==> config.mk <==
export PLATFORM = sky130hd
export DESIGN_NAME = qx1_ctl_fsm
export DESIGN_NICKNAME = d
export VERILOG_FILES = /design/src/rtl/qx1_ctl_fsm.sv
export SDC_FILE = /design/constraint.sdc
export NUM_CORES = 1
export LEC_CHECK = 0
export CORE_MARGIN = 8
export CORE_UTILIZATION = 44
export DETAILED_ROUTE_END_ITERATION = 6
export GPL_ROUTABILITY_DRIVEN = 0
export PLACE_DENSITY = 0.84
export SETUP_SLACK_MARGIN = 0.3
export SYNTH_ARGS = -nofsm -noshare
export SYNTH_HDL_FRONTEND = slang
export SYNTH_SLANG_ARGS = --single-unit
==> constraint.sdc <==
create_clock -name clk -period 2 [get_ports clk]
set_input_delay 0.4 -clock clk [delete_from_list [all_inputs] [get_ports clk]]
set_output_delay 0.4 -clock clk [all_outputs]
set_load 0.01 [all_outputs]
==> src/rtl/qx1_ctl_fsm.sv <==
// QX1 multi-cycle control sequencer: FETCH/DECODE/EXEC/MEM/WB stepping with
// request timeouts and a sticky FAULT state.
module qx1_ctl_fsm #(
    parameter int MEM_TIMEOUT = 15
) (
    input  logic        clk,
    input  logic        rst_n,
    input  logic        run,
    input  logic        imem_ack,
    input  logic [15:0] instr,
    input  logic        dmem_ack,
    input  logic        alu_zero,
    output logic        imem_rd,
    output logic        ir_write,
    output logic [3:0]  opcode,
    output logic [1:0]  alu_op,
    output logic        pc_write,
    output logic [1:0]  pc_src,
    output logic        dmem_rd,
    output logic        dmem_wr,
    output logic        reg_write,
    output logic        mem_to_reg,
    output logic        halted,
    output logic        fault,
    output logic [1:0]  fault_code
);

    typedef enum logic [2:0] {
        S_IDLE, S_FETCH, S_DECODE, S_EXEC, S_MEM, S_WB, S_HALT, S_FAULT
    } state_t;

    localparam logic [7:0] TO_LAST = 8'(MEM_TIMEOUT - 1);

    localparam logic [3:0] OP_LW  = 4'h0;
    localparam logic [3:0] OP_SW  = 4'h1;
    localparam logic [3:0] OP_BEQ = 4'hA;
    localparam logic [3:0] OP_BNE = 4'hB;
    localparam logic [3:0] OP_JMP = 4'hC;
    localparam logic [3:0] OP_NOP = 4'hD;
    localparam logic [3:0] OP_ILL = 4'hE;
    localparam logic [3:0] OP_HLT = 4'hF;

    state_t      r_state;
    state_t      w_state_next;
    logic [3:0]  r_ir_op;
    logic [7:0]  r_cnt;
    logic [7:0]  w_cnt_next;
    logic [1:0]  r_fault_code;
    logic [1:0]  w_fault_code_next;
    logic        w_unused_instr;

    // Only the opcode field is consumed here; the jump target goes to the PC datapath.
    assign w_unused_instr = ^instr[11:0];

    assign opcode     = r_ir_op;
    assign fault_code = r_fault_code;

    always_ff @(posedge clk or negedge rst_n) begin
        if (!rst_n) begin
            r_state      <= S_IDLE;
            r_ir_op      <= 4'h0;
            r_cnt        <= 8'h00;
            r_fault_code <= 2'b00;
        end else begin
            r_state      <= w_state_next;
            r_cnt        <= w_cnt_next;
            r_fault_code <= w_fault_code_next;
            if (ir_write) begin
                r_ir_op <= instr[15:12];
            end
        end
    end

    always_comb begin
        w_state_next      = r_state;
        w_cnt_next        = r_cnt;
        w_fault_code_next = r_fault_code;
        imem_rd    = 1'b0;
        ir_write   = 1'b0;
        alu_op     = 2'b00;
        pc_write   = 1'b0;
        pc_src     = 2'b00;
        dmem_rd    = 1'b0;
        dmem_wr    = 1'b0;
        reg_write  = 1'b0;
        mem_to_reg = 1'b0;
        halted     = 1'b0;
        fault      = 1'b0;

        case (r_state)
            S_IDLE: begin
                if (run) w_state_next = S_FETCH;
            end
            S_FETCH: begin
                imem_rd = 1'b1;
                // An ack on the final allowed cycle still wins over the timeout.
                if (imem_ack) begin
                    ir_write     = 1'b1;
                    pc_write     = 1'b1;
                    w_state_next = S_DECODE;
                    w_cnt_next   = 8'h00;
                end else if (r_cnt == TO_LAST) begin
                    w_state_next      = S_FAULT;
                    w_fault_code_next = 2'b10;
                    w_cnt_next        = 8'h00;
                end else begin
                    w_cnt_next = r_cnt + 8'h01;
                end
            end
            S_DECODE: begin
                case (r_ir_op)
                    OP_JMP: begin
                        pc_write     = 1'b1;
                        pc_src       = 2'b10;
                        w_state_next = S_FETCH;
                    end
                    OP_NOP:  w_state_next = S_FETCH;
                    OP_HLT:  w_state_next = S_HALT;
                    OP_ILL: begin
                        w_state_next      = S_FAULT;
                        w_fault_code_next = 2'b01;
                    end
                    default: w_state_next = S_EXEC;
                endcase
            end
            S_EXEC: begin
                if (r_ir_op == OP_LW || r_ir_op == OP_SW) begin
                    alu_op       = 2'b10;
                    w_state_next = S_MEM;
                end else if (r_ir_op == OP_BEQ || r_ir_op == OP_BNE) begin
                    alu_op       = 2'b01;
                    pc_src       = 2'b01;
                    pc_write     = (r_ir_op == OP_BEQ) ? alu_zero : !alu_zero;
                    w_state_next = S_FETCH;
                end else begin
                    w_state_next = S_WB;
                end
            end
            S_MEM: begin
                if (r_ir_op == OP_SW) dmem_wr = 1'b1;
                else                  dmem_rd = 1'b1;
                if (dmem_ack) begin
                    w_state_next = (r_ir_op == OP_SW) ? S_FETCH : S_WB;
                    w_cnt_next   = 8'h00;
                end else if (r_cnt == TO_LAST) begin
                    w_state_next      = S_FAULT;
                    w_fault_code_next = 2'b11;
                    w_cnt_next        = 8'h00;
                end else begin
                    w_cnt_next = r_cnt + 8'h01;
                end
            end
            S_WB: begin
                reg_write    = 1'b1;
                mem_to_reg   = (r_ir_op == OP_LW);
                w_state_next = S_FETCH;
            end
            S_HALT: begin
                halted = 1'b1;
                if (!run) w_state_next = S_IDLE;
            end
            S_FAULT: begin
                fault = 1'b1;
            end
            default: w_state_next = S_IDLE;
        endcase
    end

endmodule
==> results of run 1 <==
## what timing repair did
action | 4_1_cts | 5_1_grt
cloned | 0 | 0
pin swaps | 16 | 26
gates resized for setup | 103 | 48
endpoints found under the setup margin | 25 | 29
buffers inserted | 19 | 14
## layer usage
layer,GRT usage [%],vias to the layer above
met5,0,-
met4,14.4,0
met3,5.59,22
met2,38.4,90
met1,21.9,693
li1,-,620
## power breakdown
group | internal [mW] | total [mW] | switching, mW
clock | 0.0746 | 0.205 | 0.131
combinational | 1.34 | 2.60 | 1.26
sequential | 0.444 | 0.568 | 0.123
## cell type report
class	instances	area (µm²)	area share [%]
clock buffers	3	22.5	1.01
well taps	30	37.5	1.68
flip-flops and latches	17	428	19.1
clock inverters	1	5.00	0.223
multi-input cells	96	938	41.9
inverters	7	26.3	1.17
repair buffers	85	782	34.9
## per-stage QoR
step	instances	util (%)	power, mW	setup TNS (ns)
global route	239	92.1	3.54	-1.25
CTS	225	80.4	2.67	-0.365
floorplan	127	-	1.32	0
finish	239	92.1	3.37	-0.693
detailed placement	202	66.2	1.89	-1.10
global placement	202	66.2	1.84	-0.816
## flip-flops by register name (all words and copies together), names as in the netlist
| name | count |
|---|---|
| fault_code | 2 |
| opcode | 4 |
| r_cnt | 8 |
| r_state | 3 |
## worst min path at each step
stage / startpoint / endpoint / slack (ns) / cells after the start
2_1_floorplan: rst_n / fault_code[0] / 0.10 / 0
3_3_place_gp: fault_code[1] / fault_code[1] / 0.48 / 1
3_5_place_dp: fault_code[1] / fault_code[1] / 0.49 / 1
4_1_cts: rst_n / r_cnt[4] / 0.42 / 2
5_1_grt: rst_n / r_cnt[1] / 0.40 / 2
6_report: rst_n / r_cnt[6] / 0.42 / 2
## kinds of logic after synthesis
family                     count (synthesis)  synth area share, %
DFF                                       17                 38.2
xor gates and xnor gates                   9                 7.09
muxes                                      5                 4.95
and+or+nand+nor                           60                 28.8
adders and majority gates                  2                 2.25
AOI/OAI and AO/OA                         20                 12.3
buffers and inverters                     14                 6.41
## cell usage in the layout, fill, tap and decap left out, drive strengths merged
master         Yosys  layout
o311ai             2       2
nand2             13      13
xnor2              4       4
nand4              2       2
nand3              4       4
or4b               1       1
and2               1       1
a221o              1       1
nor4               6       6
nor3               3       3
o21a               1       1
xor2               5       5
or4                2       2
a31oi              2       2
dfrtp             17      17
nor2              13      13
mux2               4       4
and4               1       1
a21oi              4       4
and3b              1       1
dlygate4sd2        0       1
a211o              1       1
nor2b              1       1
clkinv             0       1
nor3b              3       3
buf                2      71
or3                2       2
o31ai              2       2
o221ai             1       1
o31a               1       1
a21boi             1       1
clkdlybuf4s50      0      11
ha                 2       2
and3               3       3
mux2i              1       1
nand2b             4       4
o21ai              4       4
clkbuf             5       5
inv                7       7
## worst max-delay path: cells and delay by family, from the launching register on
kind / cells / cell delay (ns)
flip-flops: 1 / 0.42
AND/OR/NAND/NOR: 2 / 0.75
buffers and inverters: 2 / 0.33
==> summary.txt, run 1 <==
Status
  • Status: finished with violations
  • Failing checks: negative setup slack

Yosys
  • Post-synthesis register bit count: 17
  • Syn Area/Cell: 8.76 µm²
  • Yosys Warn Count: 0
  • FFs w/ async S/R, synth: 100%
  • Share of the synthesized area in the top cell type: 38.2%
  • Post-synth EDFFs: 0
  • Leading cell types by count after synthesis: 17 x dfrtp_1, 13 x nand2_1, 12 x nor2_1
  • Most frequent cell after synthesis: dfrtp_1
  • Mapped Cells: 127
  • Area leader, netlist: dfrtp_1
  • Synth unique cells: 39
  • Post-synthesis sequential area ratio: 38.2%
  • Post-synth top flop: dfrtp_1
  • Post-Synthesis Cell Area: 0.00111 mm²
  • Synth Net Count: roughly 150
  • Ranking of synthesized cells by area: dfrtp_1 38%, nand2_1 4.4%, mux2_2 4.0%, nor2_1 4.0%, xor2_1 3.9%

CTS
  • Hold Buf Count CTS: 0
  • CTS buffer count: 3
  • Clock tree buffer depth: 2
  • CTS tree: done
  • Insertion delay to the later sink of the worst-skew pair: 0.30 ns
  • Clk sink count: 17
  • Clock Pin Slew Worst Setup and Hold Paths: 0.12 ns
  • Htree depth: 1
  • Clock root cell: clkbuf_4

Worst setup path
  • Crit path to: dmem_wr
  • Req. time, crit path: between 1.5 and 2 ns
  • Critical path capture point type: output port
  • Worst Path Arrival: approximately 1.8 ns
  • Crit path launch type: flop
  • WS Path Type: reg -> out
  • RR Startpoint: r_state[0]
  • Critical-path cell list: buf_4, or4b_4, nor4_4, buf_2
  • Critical R2R Capture: r_cnt[1]
  • Reg2reg setup slack: 0.01 ns
  • Max Fanout on Critical Path: 3
  • Cells on worst reg2reg path: 8
  • Slowest cell on crit path: or4b_4
  • CP peak stage delay: around 0.58 ns
  • Crit. Startpoint: opcode[1]

STA
  • Fin crit share: 110%
  • Final hold slack: 0.417 ns
  • PnR worst setup slack: -0.198 ns
  • Final Max Tran Viols: 0
  • Max Freq: ~0.46 GHz
  • Layout Skew: approximately 0.0031 ns
  • Final hold vios: 0
  • RSZ-0062 raised after global routing: true
  • Setup Viol. Count Final: 7
  • Max-Slew Margin vs Limit: 77.1%
  • Worst slew pin tran: 0.340 ns
  • Post-layout min period: 2.20 ns

Route
  • Initial DRC Count: 128
  • ANT nets after route: 0
  • Highest metal used: met4
  • Vias per Instance: around 6.0
  • DR DRC count: 0
  • TritonRoute pass-1 iters: 5
  • Routed met2 length: 2910 µm
  • DR vias: 1425
  • Wire length on met1: ~1900 µm
  • DR WL/cell: 22.5 µm
  • Routed WL: 5380 µm
  • DR WL met3: 365 µm

Floorplan
  • # IOs: 41
  • Core ar.: 0.00243 mm²
  • Die Ht: 66.3 µm
  • Initial Utilization: 45.7%
  • Area of the die: 0.00439 mm²
  • Row count: 18
  • Overall die width: between 60 and 70 µm

Power
  • Max VDD drop: 1.39 mV
  • Leak: 1.01 nW
  • Pwr per Cell Area: 1510 mW/mm²

Finish
  • Synthesis-to-finish area growth: 101%
  • Nets: 234
  • Share of cells above drive strength 1: 58.9%
  • FILL cells: 87
  • ANT cells: 0
  • Final Cell Area: between 0.002 and 0.0025 mm²

Place
  • DP HPWL: roughly 2600 µm
  • Post-Place Worst Slack: -0.254 ns
  • Placed Area: 0.00161 mm²
  • Port bufs: 28

Global routing
  • GR Overflow Total: 0
  • Largest net degree at the start of global routing: 18
  • Number of global-route vias before repair: around 1500
  • Antenna violations before repair: 0
  • First-pass GRT wire length: 7400 µm
  • GRT Overall Usage: roughly 22%

Min path
  • Worst Hold Class: in -> async

Run
  • MaxCap Viol Count: 0
Power figures use the tool's default switching activity.
==> run 2, diff against run 1 <==
--- a/config.mk
+++ b/config.mk
@@ -5,8 +5,9 @@
 export SDC_FILE = /design/constraint.sdc
 export NUM_CORES = 1
 export LEC_CHECK = 0
-export CORE_MARGIN = 8
+export CORE_MARGIN = 2
 export CORE_UTILIZATION = 44
+export CTS_CLUSTER_DIAMETER = 80
 export DETAILED_ROUTE_END_ITERATION = 6
 export GPL_ROUTABILITY_DRIVEN = 0
 export PLACE_DENSITY = 0.84
==> summary.txt, run 2 (synthesis gave the netlist of run 1 again) <==
CTS
  • Htree depth: 1
  • CTS buffer count: 3
  • Clock root cell: clkbuf_4
  • Insertion delay to the later sink of the worst-skew pair: 0.30 ns
  • Hold Buf Count CTS: 0
  • Clk sink count: 17
  • Clock tree buffer depth: 2
  • CTS tree: done
  • Clock Pin Slew Worst Setup and Hold Paths: 0.11 ns

STA
  • Setup Viol. Count Final: 5
  • PnR worst setup slack: -0.128 ns
  • Max-Slew Margin vs Limit: 64.2%
  • Worst slew pin tran: between 0.5 and 0.6 ns
  • Final hold slack: 0.401 ns
  • Max Freq: 0.470 GHz
  • Final hold vios: 0
  • Layout Skew: 0.00337 ns
  • Post-layout min period: 2.13 ns
  • Final Max Tran Viols: 0
  • RSZ-0062 raised after global routing: true
  • Fin crit share: 106%

Floorplan
  • Core ar.: 0.00243 mm²
  • # IOs: 41
  • Area of the die: 0.00295 mm²
  • Initial Utilization: 45.7%
  • Die Ht: 54.3 µm
  • Row count: 18
  • Overall die width: 54.3 µm

Worst setup path
  • WS Path Type: reg -> out
  • Crit path launch type: flop
  • Reg2reg setup slack: 0.24 ns
  • Critical R2R Capture: fault_code[0]
  • RR Startpoint: r_cnt[5]
  • Slowest cell on crit path: or4_4
  • Critical-path cell list: buf_6, or4_4, nor4_4, buf_2
  • Cells on worst reg2reg path: 4
  • CP peak stage delay: 0.56 ns
  • Worst path buffer plus inverter count: 2
  • Critical path capture point type: output port
  • Largest delay share family, worst path: simple AND/OR/NAND/NOR gates
  • Worst Path Arrival: 1.73 ns
  • Max Fanout on Critical Path: 3
  • Req. time, crit path: 1.60 ns

Finish
  • Nets: 227
  • Seq. cell area: 427 µm²
  • Share of cells above drive strength 1: 53.0%
  • Synthesis-to-finish area growth: 86.4%
  • Most frequent cells in the layout: 36 x buf_4, 18 x buf_6, 16 x dfrtp_1
  • Max reg flops: 8
  • Largest Register: r_cnt
  • ANT cells: 0
  • FILL cells: 117
  • Final non-filler cell total: 232
  • Commonest non-fill, non-tap cell in the layout: buf_4
  • Multi-input gate area: 866 µm²
  • Util after Layout: 85.2%

Place
  • Port bufs: 28
  • DP HPWL: 2310 µm
  • Cells after DPL: 206

Route
  • Routed WL: 4350 µm
  • TritonRoute pass-1 iters: 5
  • DR WL/cell: about 19 µm
  • Highest metal used: met4
  • Routed met2 length: 2330 µm
  • DR vias: between 1000 and 1500
  • Initial DRC Count: 37
  • DR WL met3: 269 µm
  • Wire length on met1: 1630 µm
  • ANT nets after route: 0
  • DR DRC count: 0
  • Vias per Instance: 5.72

Run
  • MaxCap Viol Count: 0

Power
  • Pwr per Cell Area: 1410 mW/mm²
  • Max VDD drop: between 1 and 1.5 mV
  • Leak: 0.946 nW

Status
  • Failing checks: negative setup slack
  • Status: finished with violations

Global routing
  • GR Overflow Total: 0
  • Largest net degree at the start of global routing: 18
  • Number of global-route vias before repair: 1238
  • GRT Overall Usage: 26.6%
  • Antenna violations before repair: 0
  • First-pass GRT wire length: 5660 µm

Min path
  • Worst Hold Class: in -> async
## run 2: changes by cell type in the layout (fill, tap and decap cells not counted), moves of 2 or more
cell,previous run,this run
clkbuf_2,2,0
buf_6,28,18
nor2_4,1,3
buf_12,3,1
nor2_2,3,1
buf_4,31,36
## run 2: power by group
part           leakage [nW]  switching (mW)  internal (mW)
combinational         0.714            1.07           1.09
clock                0.0177           0.123         0.0747
sequential            0.215           0.119          0.445
## run 2: area by class of cell
type                            instances  share of cell area (%)
Clock inverter                          1                   0.241
Inverter                                7                    1.39
Multi-Input combinational cell         96                    41.8
Timing Repair Buffer                   78                    33.1
Sequential cell                        17                    20.6
Tap cell                               30                    1.81
Clock buffer                            3                    1.09
## run 2: how the worst max path moves through the flow
stage	start	depth (start not counted)	slack, ns	to
after floorplan	r_state[0]	4	0.24	mem_to_reg
after global placement	imem_ack	5	-0.20	pc_write
after detailed placement	r_state[0]	4	-0.20	mem_to_reg
after CTS	opcode[3]	4	-0.12	dmem_wr
after global routing	opcode[1]	4	-0.17	mem_to_reg
final	opcode[1]	4	-0.13	mem_to_reg
## run 2: repair_timing
| action | CTS | global route |
|---|---|---|
| gates cloned | 0 | 0 |
| setup buffers | 13 | 9 |
| pin swaps | 7 | 11 |
| setup endpoints to repair | 28 | 26 |
| gates resized for setup | 95 | 33 |
## run 2: per-layer routing
| layer | track usage [%] | vias up |
|---|---|---|
| met1 | 30.2 | 641 |
| met2 | 49.2 | 69 |
| met3 | 5.46 | 12 |
| met5 | 0 | - |
| met4 | 8.75 | 0 |
| li1 | - | 605 |
## run 2: stage by stage
| step | power (mW) | cell area, µm² | TNS, ns | worst slack (ns) |
|---|---|---|---|---|
| 2_1_floorplan | 1.32 | 1170 | 0 | 0.240 |
| 3_3_place_gp | 1.92 | 1640 | -0.719 | -0.204 |
| 3_5_place_dp | 1.96 | 1640 | -0.863 | -0.198 |
| 4_1_cts | 2.45 | 1850 | -0.257 | -0.120 |
| 5_1_grt | 3.08 | 2070 | -0.751 | -0.172 |
| 6_report | 2.92 | 2070 | -0.465 | -0.128 |
## run 2: worst reg2reg max path, stage by stage (launching register included)
cell and delay, ns:
dfrtp_1 0.45, nor4_4 0.33, nand4_1 0.23, or4_4 0.51, o221ai_2 0.17
==> run 3, diff against run 2 <==
--- a/config.mk
+++ b/config.mk
@@ -10,6 +10,7 @@
 export CTS_CLUSTER_DIAMETER = 80
 export DETAILED_ROUTE_END_ITERATION = 6
 export GPL_ROUTABILITY_DRIVEN = 0
+export GPL_TIMING_DRIVEN = 0
 export PLACE_DENSITY = 0.84
 export SETUP_SLACK_MARGIN = 0.3
 export SYNTH_ARGS = -nofsm -noshare
==> summary.txt, run 3 (synthesis gave the netlist of run 1 again) <==
Place
  • DP HPWL: 2060 µm
  • Port bufs: 28
  • Post-Place Worst Slack: -0.372 ns
  • Cells after DPL: 185

Run
  • MaxCap Viol Count: 0

Finish
  • Share of cells above drive strength 1: 51.5%
  • Nets: 223
  • Util after Layout: 84.6%
  • Synthesis-to-finish area growth: 84.9%
  • ANT cells: 0
  • Largest Register: r_cnt
  • Most frequent cells in the layout: 28 x buf_4, 17 x buf_6, 13 x dfrtp_1
  • FILL cells: 112
  • Max reg flops: 8
  • Commonest non-fill, non-tap cell in the layout: buf_4
  • Final non-filler cell total: ~230

Worst setup path
  • Critical-path cell list: buf_6, inv_4, or4_4, nor4_4, buf_2
  • Crit path launch type: flop
  • Largest delay share family, worst path: simple AND/OR/NAND/NOR gates
  • Critical path capture point type: output port
  • WS Path Type: reg -> out
  • Slowest cell on crit path: or4_4
  • Max Fanout on Critical Path: 5
  • Req. time, crit path: between 1.5 and 2 ns
  • Worst Path Arrival: between 1.5 and 2 ns
  • CP peak stage delay: 0.56 ns
  • Worst path buffer plus inverter count: 3

CTS
  • Clock tree buffer depth: 2
  • Hold Buf Count CTS: 0
  • Insertion delay to the later sink of the worst-skew pair: around 0.30 ns
  • Clock Pin Slew Worst Setup and Hold Paths: 0.11 ns
  • Clock root cell: clkbuf_4
  • Htree depth: 1
  • CTS buffer count: 3
  • Clk sink count: 17
  • CTS tree: done

Power
  • Max VDD drop: 1.22 mV
  • Pwr per Cell Area: 1470 mW/mm²
  • Leak: approximately 0.9 nW

Route
  • ANT nets after route: 0
  • TritonRoute pass-1 iters: 4
  • DR DRC count: 0
  • Routed WL: 4490 µm
  • Initial DRC Count: 35
  • Vias per Instance: 5.96
  • DR WL/cell: 19.7 µm
  • DR vias: around 1400

Floorplan
  • Initial Utilization: 45.7%
  • # IOs: 41
  • Row count: 18
  • Core ar.: 0.00243 mm²
  • Area of the die: 0.00295 mm²
  • Overall die width: 54.3 µm
  • Die Ht: between 50 and 60 µm

STA
  • Fin crit share: 108%
  • RSZ-0062 raised after global routing: true
  • Final hold vios: 0
  • Max-Slew Margin vs Limit: 44.5%
  • Final Max Tran Viols: 0
  • Layout Skew: 0.00726 ns
  • Setup TNS: -0.597 ns
  • Setup Viol. Count Final: 6
  • Max Freq: 0.464 GHz
  • PnR worst setup slack: -0.156 ns
  • Post-layout min period: 2.16 ns
  • Final hold slack: 0.525 ns
  • Worst slew pin tran: 0.830 ns

Global routing
  • First-pass GRT wire length: 5650 µm
  • Largest net degree at the start of global routing: 18
  • GRT Overall Usage: 26.6%
  • Number of global-route vias before repair: 1302
  • Antenna violations before repair: 0
  • GR Overflow Total: 0

Status
  • Failing checks: negative setup slack
  • Status: finished with violations

Min path
  • Worst Hold Class: reg -> reg
==> run 3: final timing paths <==
path / depth (start not counted) / slack [ns] / end / from
min in group asynchronous: 1 / 0.56 / opcode[1] / rst_n
max in group asynchronous: 1 / 0.87 / r_state[1] / rst_n
worst min register to register: 1 / 0.53 / fault_code[1] / fault_code[1]
worst max-delay path: 5 / -0.16 / mem_to_reg / r_state[0]
worst min-delay path: 1 / 0.53 / fault_code[1] / fault_code[1]
worst max register to register: 8 / 0.18 / r_cnt[1] / r_state[0]
==> run 3: through the flow <==
stage / cell area, µm² / power (mW)
after global routing: 2060 / 3.17
final: 2060 / 3.02
after global placement: 1480 / 1.68
after detailed placement: 1480 / 1.72
after floorplan: 1170 / 1.32
after CTS: 1810 / 2.43
==> run 3: layout make-up <==
type / instances / area [µm²] / area share (%)
clock inverters: 1 / 5.00 / 0.243
clock buffers: 3 / 22.5 / 1.09
repair buffers: 67 / 589 / 28.6
well taps: 30 / 37.5 / 1.82
multi-input cells: 96 / 847 / 41.2
inverters: 7 / 32.5 / 1.58
flip-flops and latches: 17 / 430 / 20.9
plain buffers: 7 / 92.6 / 4.50
==> run 3: what timing repair did <==
action                                  in CTS  in global routing
pin swaps                                   10                 21
endpoints found under the setup margin      28                 25
setup buffers                               24                 15
hold endpoints to repair                     0                  0
resized for setup                           96                 30
==> run 3: power by group <==
group	total, mW	switching [mW]	leakage (nW)	internal [mW]
clock network	0.197	0.122	0.0177	0.0747
registers	0.569	0.119	0.212	0.450
logic	2.26	1.13	0.688	1.13
total	3.02	1.37	0.917	1.65
==> run 3: routing by layer <==
layer	global-route usage, %	wire length [µm]
met4	14.2	231
met2	50.0	2270
met3	4.37	334
met1	27.9	1660
met5	0	0
